### src/rtl/cla_adder_pipe.sv
// Pipelined WIDTH-bit two-level carry-lookahead adder/subtractor
// with valid/ready handshake, overflow flag and 2- or 3-stage depth.
module cla_adder_pipe #(
  parameter int WIDTH  = 16,
  parameter int GROUP  = 4,
  parameter int STAGES = 2
) (
  input  logic             clk,
  input  logic             rst,
  input  logic             in_valid,
  output logic             in_ready,
  input  logic [WIDTH-1:0] a,
  input  logic [WIDTH-1:0] b,
  input  logic             cin,
  input  logic             sub,
  output logic             out_valid,
  input  logic             out_ready,
  output logic [WIDTH-1:0] sum,
  output logic             cout,
  output logic             ovf
);
  localparam int NG = WIDTH / GROUP;

  if (WIDTH < 4 || WIDTH > 64 || GROUP < 2 || GROUP > 8 ||
      (WIDTH % GROUP) != 0 ||
      (STAGES != 2 && STAGES != 3)) begin : g_bad_param
    $error("cla_adder_pipe: illegal WIDTH/GROUP/STAGES");
  end

  logic adv;
  assign adv      = !(out_valid && !out_ready);
  assign in_ready = adv;

  logic [WIDTH-1:0] a_d, a_q, bb_d, bb_q;
  logic             c0_d, c0_q, v1_d, v1_q;

  always_comb begin
    a_d  = a;
    bb_d = sub ? ~b : b;
    c0_d = cin ^ sub;
    v1_d = in_valid;
  end

  always_ff @(posedge clk) begin
    if (rst) begin
      a_q  <= '0;
      bb_q <= '0;
      c0_q <= 1'b0;
      v1_q <= 1'b0;
    end else if (adv) begin
      a_q  <= a_d;
      bb_q <= bb_d;
      c0_q <= c0_d;
      v1_q <= v1_d;
    end
  end

  logic [WIDTH-1:0] p_d, g_d;
  logic [NG-1:0]    pg_d, gg_d;

  always_comb begin
    logic t;
    t    = 1'b0;
    p_d  = a_q ^ bb_q;
    g_d  = a_q & bb_q;
    pg_d = '0;
    gg_d = '0;
    for (int j = 0; j < NG; j++) begin
      pg_d[j] = &p_d[j*GROUP +: GROUP];
      for (int k = 0; k < GROUP; k++) begin
        t = g_d[j*GROUP+k];
        for (int m = k + 1; m < GROUP; m++)
          t = t & p_d[j*GROUP+m];
        gg_d[j] = gg_d[j] | t;
      end
    end
  end

  logic [WIDTH-1:0] fp, fg;
  logic [NG-1:0]    fpg, fgg;
  logic             fc0, fv;

  if (STAGES == 3) begin : g_mid
    logic [WIDTH-1:0] p_q, g_q;
    logic [NG-1:0]    pg_q, gg_q;
    logic             c0m_q, vm_q;

    always_ff @(posedge clk) begin
      if (rst) begin
        p_q   <= '0;
        g_q   <= '0;
        pg_q  <= '0;
        gg_q  <= '0;
        c0m_q <= 1'b0;
        vm_q  <= 1'b0;
      end else if (adv) begin
        p_q   <= p_d;
        g_q   <= g_d;
        pg_q  <= pg_d;
        gg_q  <= gg_d;
        c0m_q <= c0_q;
        vm_q  <= v1_q;
      end
    end

    assign fp  = p_q;
    assign fg  = g_q;
    assign fpg = pg_q;
    assign fgg = gg_q;
    assign fc0 = c0m_q;
    assign fv  = vm_q;
  end else begin : g_flat
    assign fp  = p_d;
    assign fg  = g_d;
    assign fpg = pg_d;
    assign fgg = gg_d;
    assign fc0 = c0_q;
    assign fv  = v1_q;
  end

  logic [NG:0]    cg;
  logic [WIDTH:0] c;

  // Every carry is a flat sum of products; nothing ripples.
  always_comb begin
    logic t;
    t     = 1'b0;
    cg    = '0;
    c     = '0;
    cg[0] = fc0;
    for (int j = 0; j < NG; j++) begin
      t = fc0;
      for (int m = 0; m <= j; m++)
        t = t & fpg[m];
      cg[j+1] = t;
      for (int k = 0; k <= j; k++) begin
        t = fgg[k];
        for (int m = k + 1; m <= j; m++)
          t = t & fpg[m];
        cg[j+1] = cg[j+1] | t;
      end
    end
    for (int j = 0; j < NG; j++) begin
      for (int k = 0; k < GROUP; k++) begin
        t = cg[j];
        for (int m = 0; m < k; m++)
          t = t & fp[j*GROUP+m];
        c[j*GROUP+k] = t;
        for (int n = 0; n < k; n++) begin
          t = fg[j*GROUP+n];
          for (int m = n + 1; m < k; m++)
            t = t & fp[j*GROUP+m];
          c[j*GROUP+k] = c[j*GROUP+k] | t;
        end
      end
    end
    c[WIDTH] = cg[NG];
  end

  logic [WIDTH-1:0] sum_d, sum_q;
  logic             cout_d, cout_q, ovf_d, ovf_q, ov_d, ov_q;

  always_comb begin
    sum_d  = fp ^ c[WIDTH-1:0];
    cout_d = c[WIDTH];
    ovf_d  = c[WIDTH] ^ c[WIDTH-1];
    ov_d   = fv;
  end

  always_ff @(posedge clk) begin
    if (rst) begin
      sum_q  <= '0;
      cout_q <= 1'b0;
      ovf_q  <= 1'b0;
      ov_q   <= 1'b0;
    end else if (adv) begin
      sum_q  <= sum_d;
      cout_q <= cout_d;
      ovf_q  <= ovf_d;
      ov_q   <= ov_d;
    end
  end

  assign sum       = sum_q;
  assign cout      = cout_q;
  assign ovf       = ovf_q;
  assign out_valid = ov_q;

endmodule

### config.mk
export PLATFORM = sky130hd
export DESIGN_NAME = cla_adder_pipe
export DESIGN_NICKNAME = d
export VERILOG_FILES = /design/src/rtl/cla_adder_pipe.sv
export SDC_FILE = /design/constraint.sdc
export NUM_CORES = 1
export LEC_CHECK = 0
export CAP_MARGIN = 25
export CORE_ASPECT_RATIO = 0.5
export CORE_MARGIN = 4
export CORE_UTILIZATION = 40
export DETAILED_ROUTE_END_ITERATION = 8
export GPL_TIMING_DRIVEN = 1
export PLACE_DENSITY = 0.63
export SYNTH_ARGS = -nofsm -noshare
export SYNTH_HDL_FRONTEND = slang
export SYNTH_SLANG_ARGS = --single-unit
### constraint.sdc
create_clock -name clk -period 6.7 [get_ports clk]
set_clock_uncertainty 0.2 [all_clocks]
set_input_delay 1.005 -clock clk [delete_from_list [all_inputs] [get_ports clk]]
set_output_delay 1.005 -clock clk [all_outputs]
set_load 0.02 [all_outputs]
# Yosys cells after proc, flatten, opt, wreduce, memory -nomap -nowiden
# Cells that the tools add are included.
# totals
ramBits	0
romBits	0
register_bits	53
out_inout_bits	20
inputBits	38
latch_bits	0
n_memories	0
wordCells	114
# classes
order_cmp	0
n_mux	1
shift	0
reduce_logical	7
add_sub_neg	0
n_bitwise	98
div_mod_pow	0
mul	0
n_eq_ne	0
# op_table
cell	n
bitwise AND 1 bit	46
bitwise OR 1 bit	46
bitwise XOR 16 bit	2
bitwise AND 16 bit	1
two-way mux 16 bit	1
NOT 16 bit	1
AND reduction 4 bit	4
logical NOT 1 bit	2
bitwise XOR 1 bit	2
logical AND 1 bit	1

# Depth between registers and ports, before layout
# depth
word_depth	19
depth_mapped	12
ltp_nobuf	12

# Worst setup path after synthesis
# Ideal clock, no wire load.
# synth_path
path_kind	input port to output port
from	input out_ready
to	output in_ready
stages	4
arrival_ps	1691
setup_slack_ps	3804
n_path_buf	2
cell_sequence	nor2b_1 buf_2 inv_2 clkbuf_1
# synth_via
elab_chain_len	3
# synth_rtl
element	line	rtl
from (decl)	17	input logic out_ready,
logical NOT 1 bit	31	assign adv = !(out_valid && !out_ready);
logical AND 1 bit	31	
logical NOT 1 bit	31	
to (decl)	11	output logic in_ready,
# Every way passes these cells.

# Worst setup path after layout
# Ends and elaborated chain as after synthesis.

==> run summary <==
Core Rows -> 20
Final global-route overflow total -> 0
Worst setup EP type -> output port
Hold EP -> sum[15]
DR WL/cell -> 12.4 um
Cell taking the most area after synthesis -> dfxtp_1
Post-cts gate resize count -> 0
Critical path launch point type -> input pin
R2r setup slk -> 3.92 ns
Async set-reset flop share out of synthesis -> 0
CTS tree -> yes
Crit path DAT -> 2.51 ns
Clock-pin slew on the worst setup and hold paths -> 0.06 ns
Worst reg2reg endpoint -> ovf
Hold Path Cell Cnt -> 2
Fin nets -> 417
Reg2Reg Depth -> 11
Critical path peak fanout -> 36
Antenna violations before repair -> 0
Top area cells in the synthesized netlist -> dfxtp_1 40%, ha_1 9.5%, nand2_1 8.7%, xnor2_1 8.0%, a21oi_1 7.2%
Synth Area in Compound Gates -> 0.185
Die Y -> 65.5 um
Worst hold start -> sum[15]
Layout overhead on the synthesized area -> 29.3%
EDFF count, synth -> 0
HPWL Detailed -> 3910 um
Hold buffer count at CTS -> 0
Top delay family on crit path -> buffers and inverters
DRT Wirelength -> 5490 um
Simple-Gate Fraction of Synth Area -> 0.147
Clk Latency, worst-skew pair -> 0.28 ns
Max_cap viols -> 0
Synth Flop Type -> dfxtp_1
Synth warn -> 0
Root Buffer -> clkbuf_16
Die ar. -> 8050 um^2
Core area -> 6230 um^2
Final ANT Viol Nets -> 0
Hold Path Class -> reg2reg
Most frequent cell after synthesis -> nand2_1
Initial Utilization -> 0.424
Die extent in x -> 123 um
Share of layout cells above drive strength 1 -> 0.0565
Non-Filler Cell Area, Final -> 3420 um^2
Max incr delay on CP -> 0.54 ns
CP Class -> in2out
H-tree depth -> 2
PortBufs -> 57
GP Congestion -> 0.816
Post-Syn Instances -> 307
Largest family of logic cells by synthesized area -> compound AO/OA/AOI/OAI gates
Post-synth top cells -> 61 x nand2_1, 53 x dfxtp_1, 38 x a21oi_1, 27 x nor2_1, 24 x xnor2_1
Initial DRC count -> 75
Post-synthesis sequential area ratio -> 0.401
Tmin final -> 3.71 ns
Largest net degree at the start of global routing -> 71
Setup Fix Bufs, Post-CTS -> 0
Synth Area per Inst -> 8.61 um^2
Antenna diode instance count -> 0
Synthesized flop and latch total -> 53
Detailed Routing Iterations Pass 1 -> 4
Area of the multi-input gates -> 1480 um^2
Overall Global Routing Usage -> 0.146
IO Pins -> 58
Fin. Hold Viols -> 0
CTS Buffer Depth -> 2
Max VDD drop -> 0.000103 V
Synth Area in Adders -> 0.125
Library cells used by synthesis -> 28
Period utilisation layout -> 0.554
Vias/cell -> 4.87
CP dominant cell by count -> clkdlybuf4s50_1
CTS buffer count -> 5
Setup TNS Final -> 0 ns
Post-synth top area share -> 0.401
Number of global-route vias before repair -> 2181
WP buf/inv -> 4
RSZ-0062 raised after global routing -> false
Status -> finished, final reports clean
Rel. slew slack -> 0.370
Actual slew at the worst max-slew pin -> 0.944 ns
Global-route wire length before repair -> 9450 um
Proportion of synthesized area in mux cells -> 0.00568
DR vias -> 2153
Post-synthesis xor/xnor area fraction -> 0.0961
Placed cell area -> 3260 um^2
Net count after synthesis -> 369
Crit path required time -> 5.49 ns
CP max-delay cell -> clkdlybuf4s50_1
Final setup vio count -> 0
Clock Sinks -> 53
R2r startpoint -> a_q[3]
Reg area -> 1060 um^2
Final max-slew violation count -> 0
PwrDens -> 230 nW/um^2
Fmax achieved -> 0.269 GHz
Pwr Total -> 788 uW
Mapped Area -> 2640 um^2
Fillers -> 574
DRC errors left -> 0
Leak -> 1.42 nW
CP Cell Sequence -> clkdlybuf4s50_1, nor2b_2, buf_4, inv_2, clkdlybuf4s50_1
## registers in the layout, indices dropped and copies added, names as in the netlist
register / flops
fv: 1
sum: 16
a_q: 16
ovf: 1
cout: 1
c0_q: 1
bb_q: 16
out_valid: 1
## cell usage in the layout, fill, tap and decap left out, types with 2 or more instances in the layout
| master | count |
|---|---|
| a211oi_1 | 23 |
| a21oi_1 | 38 |
| a21oi_2 | 3 |
| buf_4 | 2 |
| clkbuf_16 | 5 |
| clkdlybuf4s50_1 | 56 |
| dfxtp_1 | 53 |
| fa_1 | 4 |
| ha_1 | 20 |
| inv_1 | 7 |
| nand2_1 | 61 |
| nand2b_1 | 3 |
| nand4_1 | 3 |
| nor2_1 | 27 |
| o21ai_0 | 5 |
| o21ai_1 | 2 |
| xnor2_1 | 24 |
| xor2_1 | 5 |
## worst reg2reg max path, stage by stage, from the launching register on
cell	delay, ns
dfxtp_1	0.33
ha_1	0.34
a211oi_1	0.26
o21ai_1	0.14
a21oi_2	0.21
o21ai_0	0.18
ha_1	0.25
a21oi_1	0.21
o21ba_2	0.20
nand2_1	0.06
a21oi_1	0.20
mux2_4	0.17
## layout make-up
| cell class | count | area share |
|---|---|---|
| clock inverters | 1 | 0.00146 |
| well taps | 88 | 0.0322 |
| multi-input cells | 227 | 0.433 |
| flip-flops and latches | 53 | 0.310 |
| repair buffers | 60 | 0.178 |
| clock buffers | 5 | 0.0366 |
| inverters | 8 | 0.00878 |
## where the power goes
part	leakage (nW)	switching (mW)	total, mW	internal (mW)
clock	0.0655	0.104	0.237	0.134
sequential	0.440	0.0178	0.364	0.346
combinational	0.917	0.0905	0.187	0.0961
## logic make-up (layout without fill, tap and decap cells)
| logic type | after synthesis | count (layout) |
|---|---|---|
| and+or+nand+nor | 97 | 97 |
| buffers and inverters | 27 | 74 |
| xor gates and xnor gates | 29 | 29 |
| DFF | 53 | 53 |
| adders and majority gates | 24 | 24 |
| muxes | 1 | 1 |
| AOI/OAI and AO/OA | 76 | 76 |
## per-layer routing
| layer | wire length, um | vias to the layer above | global-route usage |
|---|---|---|---|
| li1 | - | 1122 | - |
| met1 | 2620 | 988 | 0.175 |
| met2 | 2610 | 37 | 0.262 |
| met3 | 209 | 6 | 0.0387 |
| met4 | 46 | 0 | 0.0331 |
| met5 | 0 | - | 0 |
## worst max path at each step
stage	from	to	slack, ns	cells after the start
finish	out_ready	in_ready	2.99	5
global route	out_ready	in_ready	2.94	5
CTS	out_ready	in_ready	2.99	5
detailed placement	out_ready	in_ready	3.00	5
global placement	out_ready	in_ready	3.00	5
floorplan	out_ready	in_ready	3.80	4
## metrics by stage
stage	hold WS (ns)	cells	util	setup slack, ns
finish	0.253	442	0.549	2.99
global route	0.274	442	0.549	2.94
floorplan	0.232	307	-	3.80
global placement	0.240	435	0.523	3.00
detailed placement	0.246	435	0.523	3.00
CTS	0.253	441	0.544	2.99
Power figures use the tool's default switching activity.
==> RTL change 1 (same settings) <==
Change the parameter `WIDTH` from 16 to 12.
--- a/src/rtl/cla_adder_pipe.sv
+++ b/src/rtl/cla_adder_pipe.sv
@@ -1,7 +1,7 @@
 // Pipelined WIDTH-bit two-level carry-lookahead adder/subtractor
 // with valid/ready handshake, overflow flag and 2- or 3-stage depth.
 module cla_adder_pipe #(
-  parameter int WIDTH  = 16,
+  parameter int WIDTH  = 12,
   parameter int GROUP  = 4,
   parameter int STAGES = 2
 ) (
Ports: changed (resized a, b and sum); port bits go from 58 to 46. No check against the original RTL was run, so the function may have changed too.
==> RTL change 1 against the unedited design <==
Total power down 27%; sequential power down 23%; setup slack worse by 0.68 ns; sequential share of layout area down 0.11 points; final area down 22%; sequential cell count down 12; synthesized area down 21%; routed wire length down 23%; largest power group unchanged.
==> RTL change 1: results (changes against the unedited design) <==
metric,value,unit,change
vias per inst,4.88,,about the same
M1 GR Usage,0.174,,-0.00130
P_leak,0.00110,uW,-22%
largest net degree at the start of global routing,55,,-23%
global routing usage on met2,0.230,,-0.0316
CTS root buf,clkbuf_8,,
first-pass GRT wire length,6930,um,-27%
met1 WL,2050,um,-22%
Nets,323,,-23%
layout cells sized above 1,0.0543,,-0.00215
maximum vdd drop,0.0000819,V,-20%
met3 routed WL,131,um,-37%
post-synthesis cell count,236,,-23%
synth unique cells,30,,+7.1%
met2 wire len,2000,um,-23%
GPL Wtd Cong,0.777,,-4.8%
CP max stage delay,0.75,ns,+0.21 ns
Critical Path Fanout Max,54,,+50%
number of global-route vias before repair,1553,,-29%
Finished Layout Cells,346,,-22%
Total Wirelength,4210,um,-23%
most frequent cells after synthesis,"41 x dfxtp_1, 40 x nand2_1, 26 x nor2_1",,
Tightest Pin Transition,0.884,ns,-0.0603 ns
status,completed,,
largest cells by area after synthesis,"dfxtp_1 40%, ha_1 9.0%, nand2_1 7.2%",,
post-synth net total,284,,-23%
placed cells,338,,-22%
WP data arrival,3.18,ns,+0.67 ns
## RTL change 1: changes by cell type after synthesis, moves of 6 or more
cell / before / now
dfxtp_1: 53 / 41
o21a_1: 0 / 6
xnor2_1: 24 / 17
inv_1: 7 / 0
a21oi_1: 38 / 20
nand2_1: 61 / 40
## RTL change 1: cells by family after synthesis
| family | count (synthesis) | share of synthesized area |
|---|---|---|
| simple gates | 80 | 0.164 |
| compound gates | 61 | 0.207 |
| flops | 41 | 0.395 |
| xor+xnor | 20 | 0.0843 |
| fa+ha+maj | 18 | 0.119 |
| buf+inv | 16 | 0.0307 |
## RTL change 1: worst paths after layout
check	from	end	slack [ns]
setup / recovery	out_ready	in_ready	2.31
hold / removal	fv	fv	0.25
setup reg to reg	a_q[5]	ovf	3.31
hold reg to reg	fv	fv	0.25
## RTL change 1: area by class of cell
type                            instances  share of cell area
Inverter                                1             0.00141
Timing Repair Buffer                   47               0.175
Tap cell                               70              0.0330
Multi-Input combinational cell        179               0.450
Clock inverter                          2             0.00377
Sequential cell                        41               0.309
Clock buffer                            6              0.0273
## RTL change 1: tightest hold or removal path, cell delays in order (launching register included)
cell	delay, ns
dfxtp_1	0.31
nand2_1	0.05
a21oi_1	0.05
## RTL change 1: through the flow
step | setup slack [ns] | cell area, um2 | util | power, uW
after floorplan | 3.62 | 2080 | - | 372
after global placement | 2.32 | 2570 | 0.517 | 425
after detailed placement | 2.32 | 2570 | 0.517 | 427
after CTS | 2.31 | 2660 | 0.533 | 584
after global routing | 2.17 | 2660 | 0.533 | 607
final | 2.31 | 2660 | 0.533 | 575
## RTL change 1: power breakdown
group          switching, uW  leakage [uW]  internal [uW]
combinational           66.5      0.000718           72.6
clock                   83.1     0.0000450           72.2
sequential              14.3      0.000341            267
==> RTL change 2 (same settings) <==
Made on the original files. Put one more register stage on the output `ovf`, without a reset. The value now appears one clock later. The other outputs are not delayed to match.
--- a/src/rtl/cla_adder_pipe.sv
+++ b/src/rtl/cla_adder_pipe.sv
@@ -183,7 +183,9 @@
 
   assign sum       = sum_q;
   assign cout      = cout_q;
-  assign ovf       = ovf_q;
+  always_ff @(posedge clk) begin
+    ovf <= ovf_q;
+  end
   assign out_valid = ov_q;
 
 endmodule
Behaviour: not the same (a bounded check fails within 4 cycles, from zero or initial values and one cycle with rst high).
==> RTL change 2 against the unedited design <==
Setup slack got worse by 0.0036 ns; sequential cell count rose by 1; critical path depth did not move; largest cell class unchanged; synthesized area rose by 0.76%; total power rose by 3.0%; critical path type unchanged; first-iteration DRC count fell by 8.0%; final area rose by 0.84%; routed wire length rose by 3.2%; count of clock-buffer cells in the layout rose by 1.
==> RTL change 2: results (changes against the unedited design) <==
metric,value,unit,change
FF-to-FF setup slack,3.96,ns,+0.04 ns
routed length per placed instance,12.8,um,+3.0%
Nets,418,,+0.24%
Max Buffers Root-to-Sink,2,,unchanged
Adder-Cell Fraction of Synth Area,0.124,,-0.000939
"Seq/Total Area, Yosys",0.406,,+0.00450
First DRT Iteration DRCs,69,,-8.0%
post-synth net total,370,,+0.27%
hold path cells,0,,-2
CTS root buf,clkbuf_16,,
Post-Synthesis Mean Instance Area,8.65,um2,+0.43%
P_leak,0.00143,uW,+0.81%
initial antenna violation count,0,,unchanged
maximum vdd drop,0.0000991,V,-3.6%
vias per inst,4.87,,about the same
placed cells,436,,+0.23%
XOR/XNOR share of the synthesized area,0.0953,,-0.000722
most frequent cells after synthesis,"61 x nand2_1, 54 x dfxtp_1, 38 x a21oi_1",,
post-synthesis mux area share,0.00564,,-0.0000427
layout filler cell count,606,,+5.6%
Total Wirelength,5660,um,+3.2%
switch share,0.269,,-0.000755
largest cells by area after synthesis,"dfxtp_1 41%, ha_1 9.4%, nand2_1 8.6%",,
number of global-route vias before repair,2169,,-0.55%
post-synthesis compound-gate area fraction,0.184,,-0.00139
first-pass GRT wire length,9650,um,+2.1%
RR Endpoint,ovf_q,,
gr usage total,0.150,,+0.00490
status,completed,,
hold_sp,ovf_q,,
Yosys top cell area share,0.406,,+0.00450
GPL Wtd Cong,0.811,,-0.60%
Tightest Pin Transition,0.983,ns,+0.0391 ns
hpwl dp,3980,um,+1.7%
layout cells sized above 1,0.0563,,-0.000159
Hold EP,ovf,,
-- RTL change 2: cell count changes in the layout (fill, tap and decap cells not counted) --
cell      delta
clkinv_2     -1
clkbuf_8     +1
dfxtp_1      +1
-- RTL change 2: final cells by class --
class	count	area, um2	share of cell area
Tap cell	88	110	0.0319
Multi-Input combinational cell	227	1480	0.429
Timing Repair Buffer	60	608	0.176
Inverter	8	30.0	0.00871
Sequential cell	54	1080	0.313
Clock buffer	6	139	0.0403
-- RTL change 2: metrics by stage --
step / setup slack (ns) / power (uW) / utilization / hold slack [ns] / cell area [um2]
2_1_floorplan: 3.80 / 492 / - / 0.131 / 2660
3_3_place_gp: 2.99 / 560 / 0.525 / 0.147 / 3280
3_5_place_dp: 2.97 / 565 / 0.525 / 0.153 / 3280
4_1_cts: 2.97 / 818 / 0.547 / 0.162 / 3420
5_1_grt: 2.91 / 853 / 0.551 / 0.165 / 3450
6_report: 2.99 / 812 / 0.551 / 0.161 / 3450
-- RTL change 2: worst max-delay path by stage --
stage	endpoint	slack, ns	cells past startpoint
after floorplan	in_ready	3.80	4
after global placement	in_ready	2.99	5
after detailed placement	in_ready	2.97	5
after CTS	in_ready	2.97	5
after global routing	in_ready	2.91	5
final	in_ready	2.99	5
-- RTL change 2: power groups by stage --
| stage | clock (uW) | sequential, uW | combinational [uW] |
|---|---|---|---|
| after floorplan | 0 | 392 | 99.4 |
| after global placement | 0 | 377 | 183 |
| after detailed placement | 0 | 378 | 187 |
| after CTS | 259 | 371 | 188 |
| after global routing | 268 | 375 | 209 |
| final | 253 | 371 | 188 |
-- RTL change 2: metal layers --
layer	vias up	global-route usage	wire (um)
met5	-	0	0
met4	0	0.0579	77
met1	985	0.188	2760
met2	30	0.249	2620
li1	1134	-	-
met3	7	0.0396	213
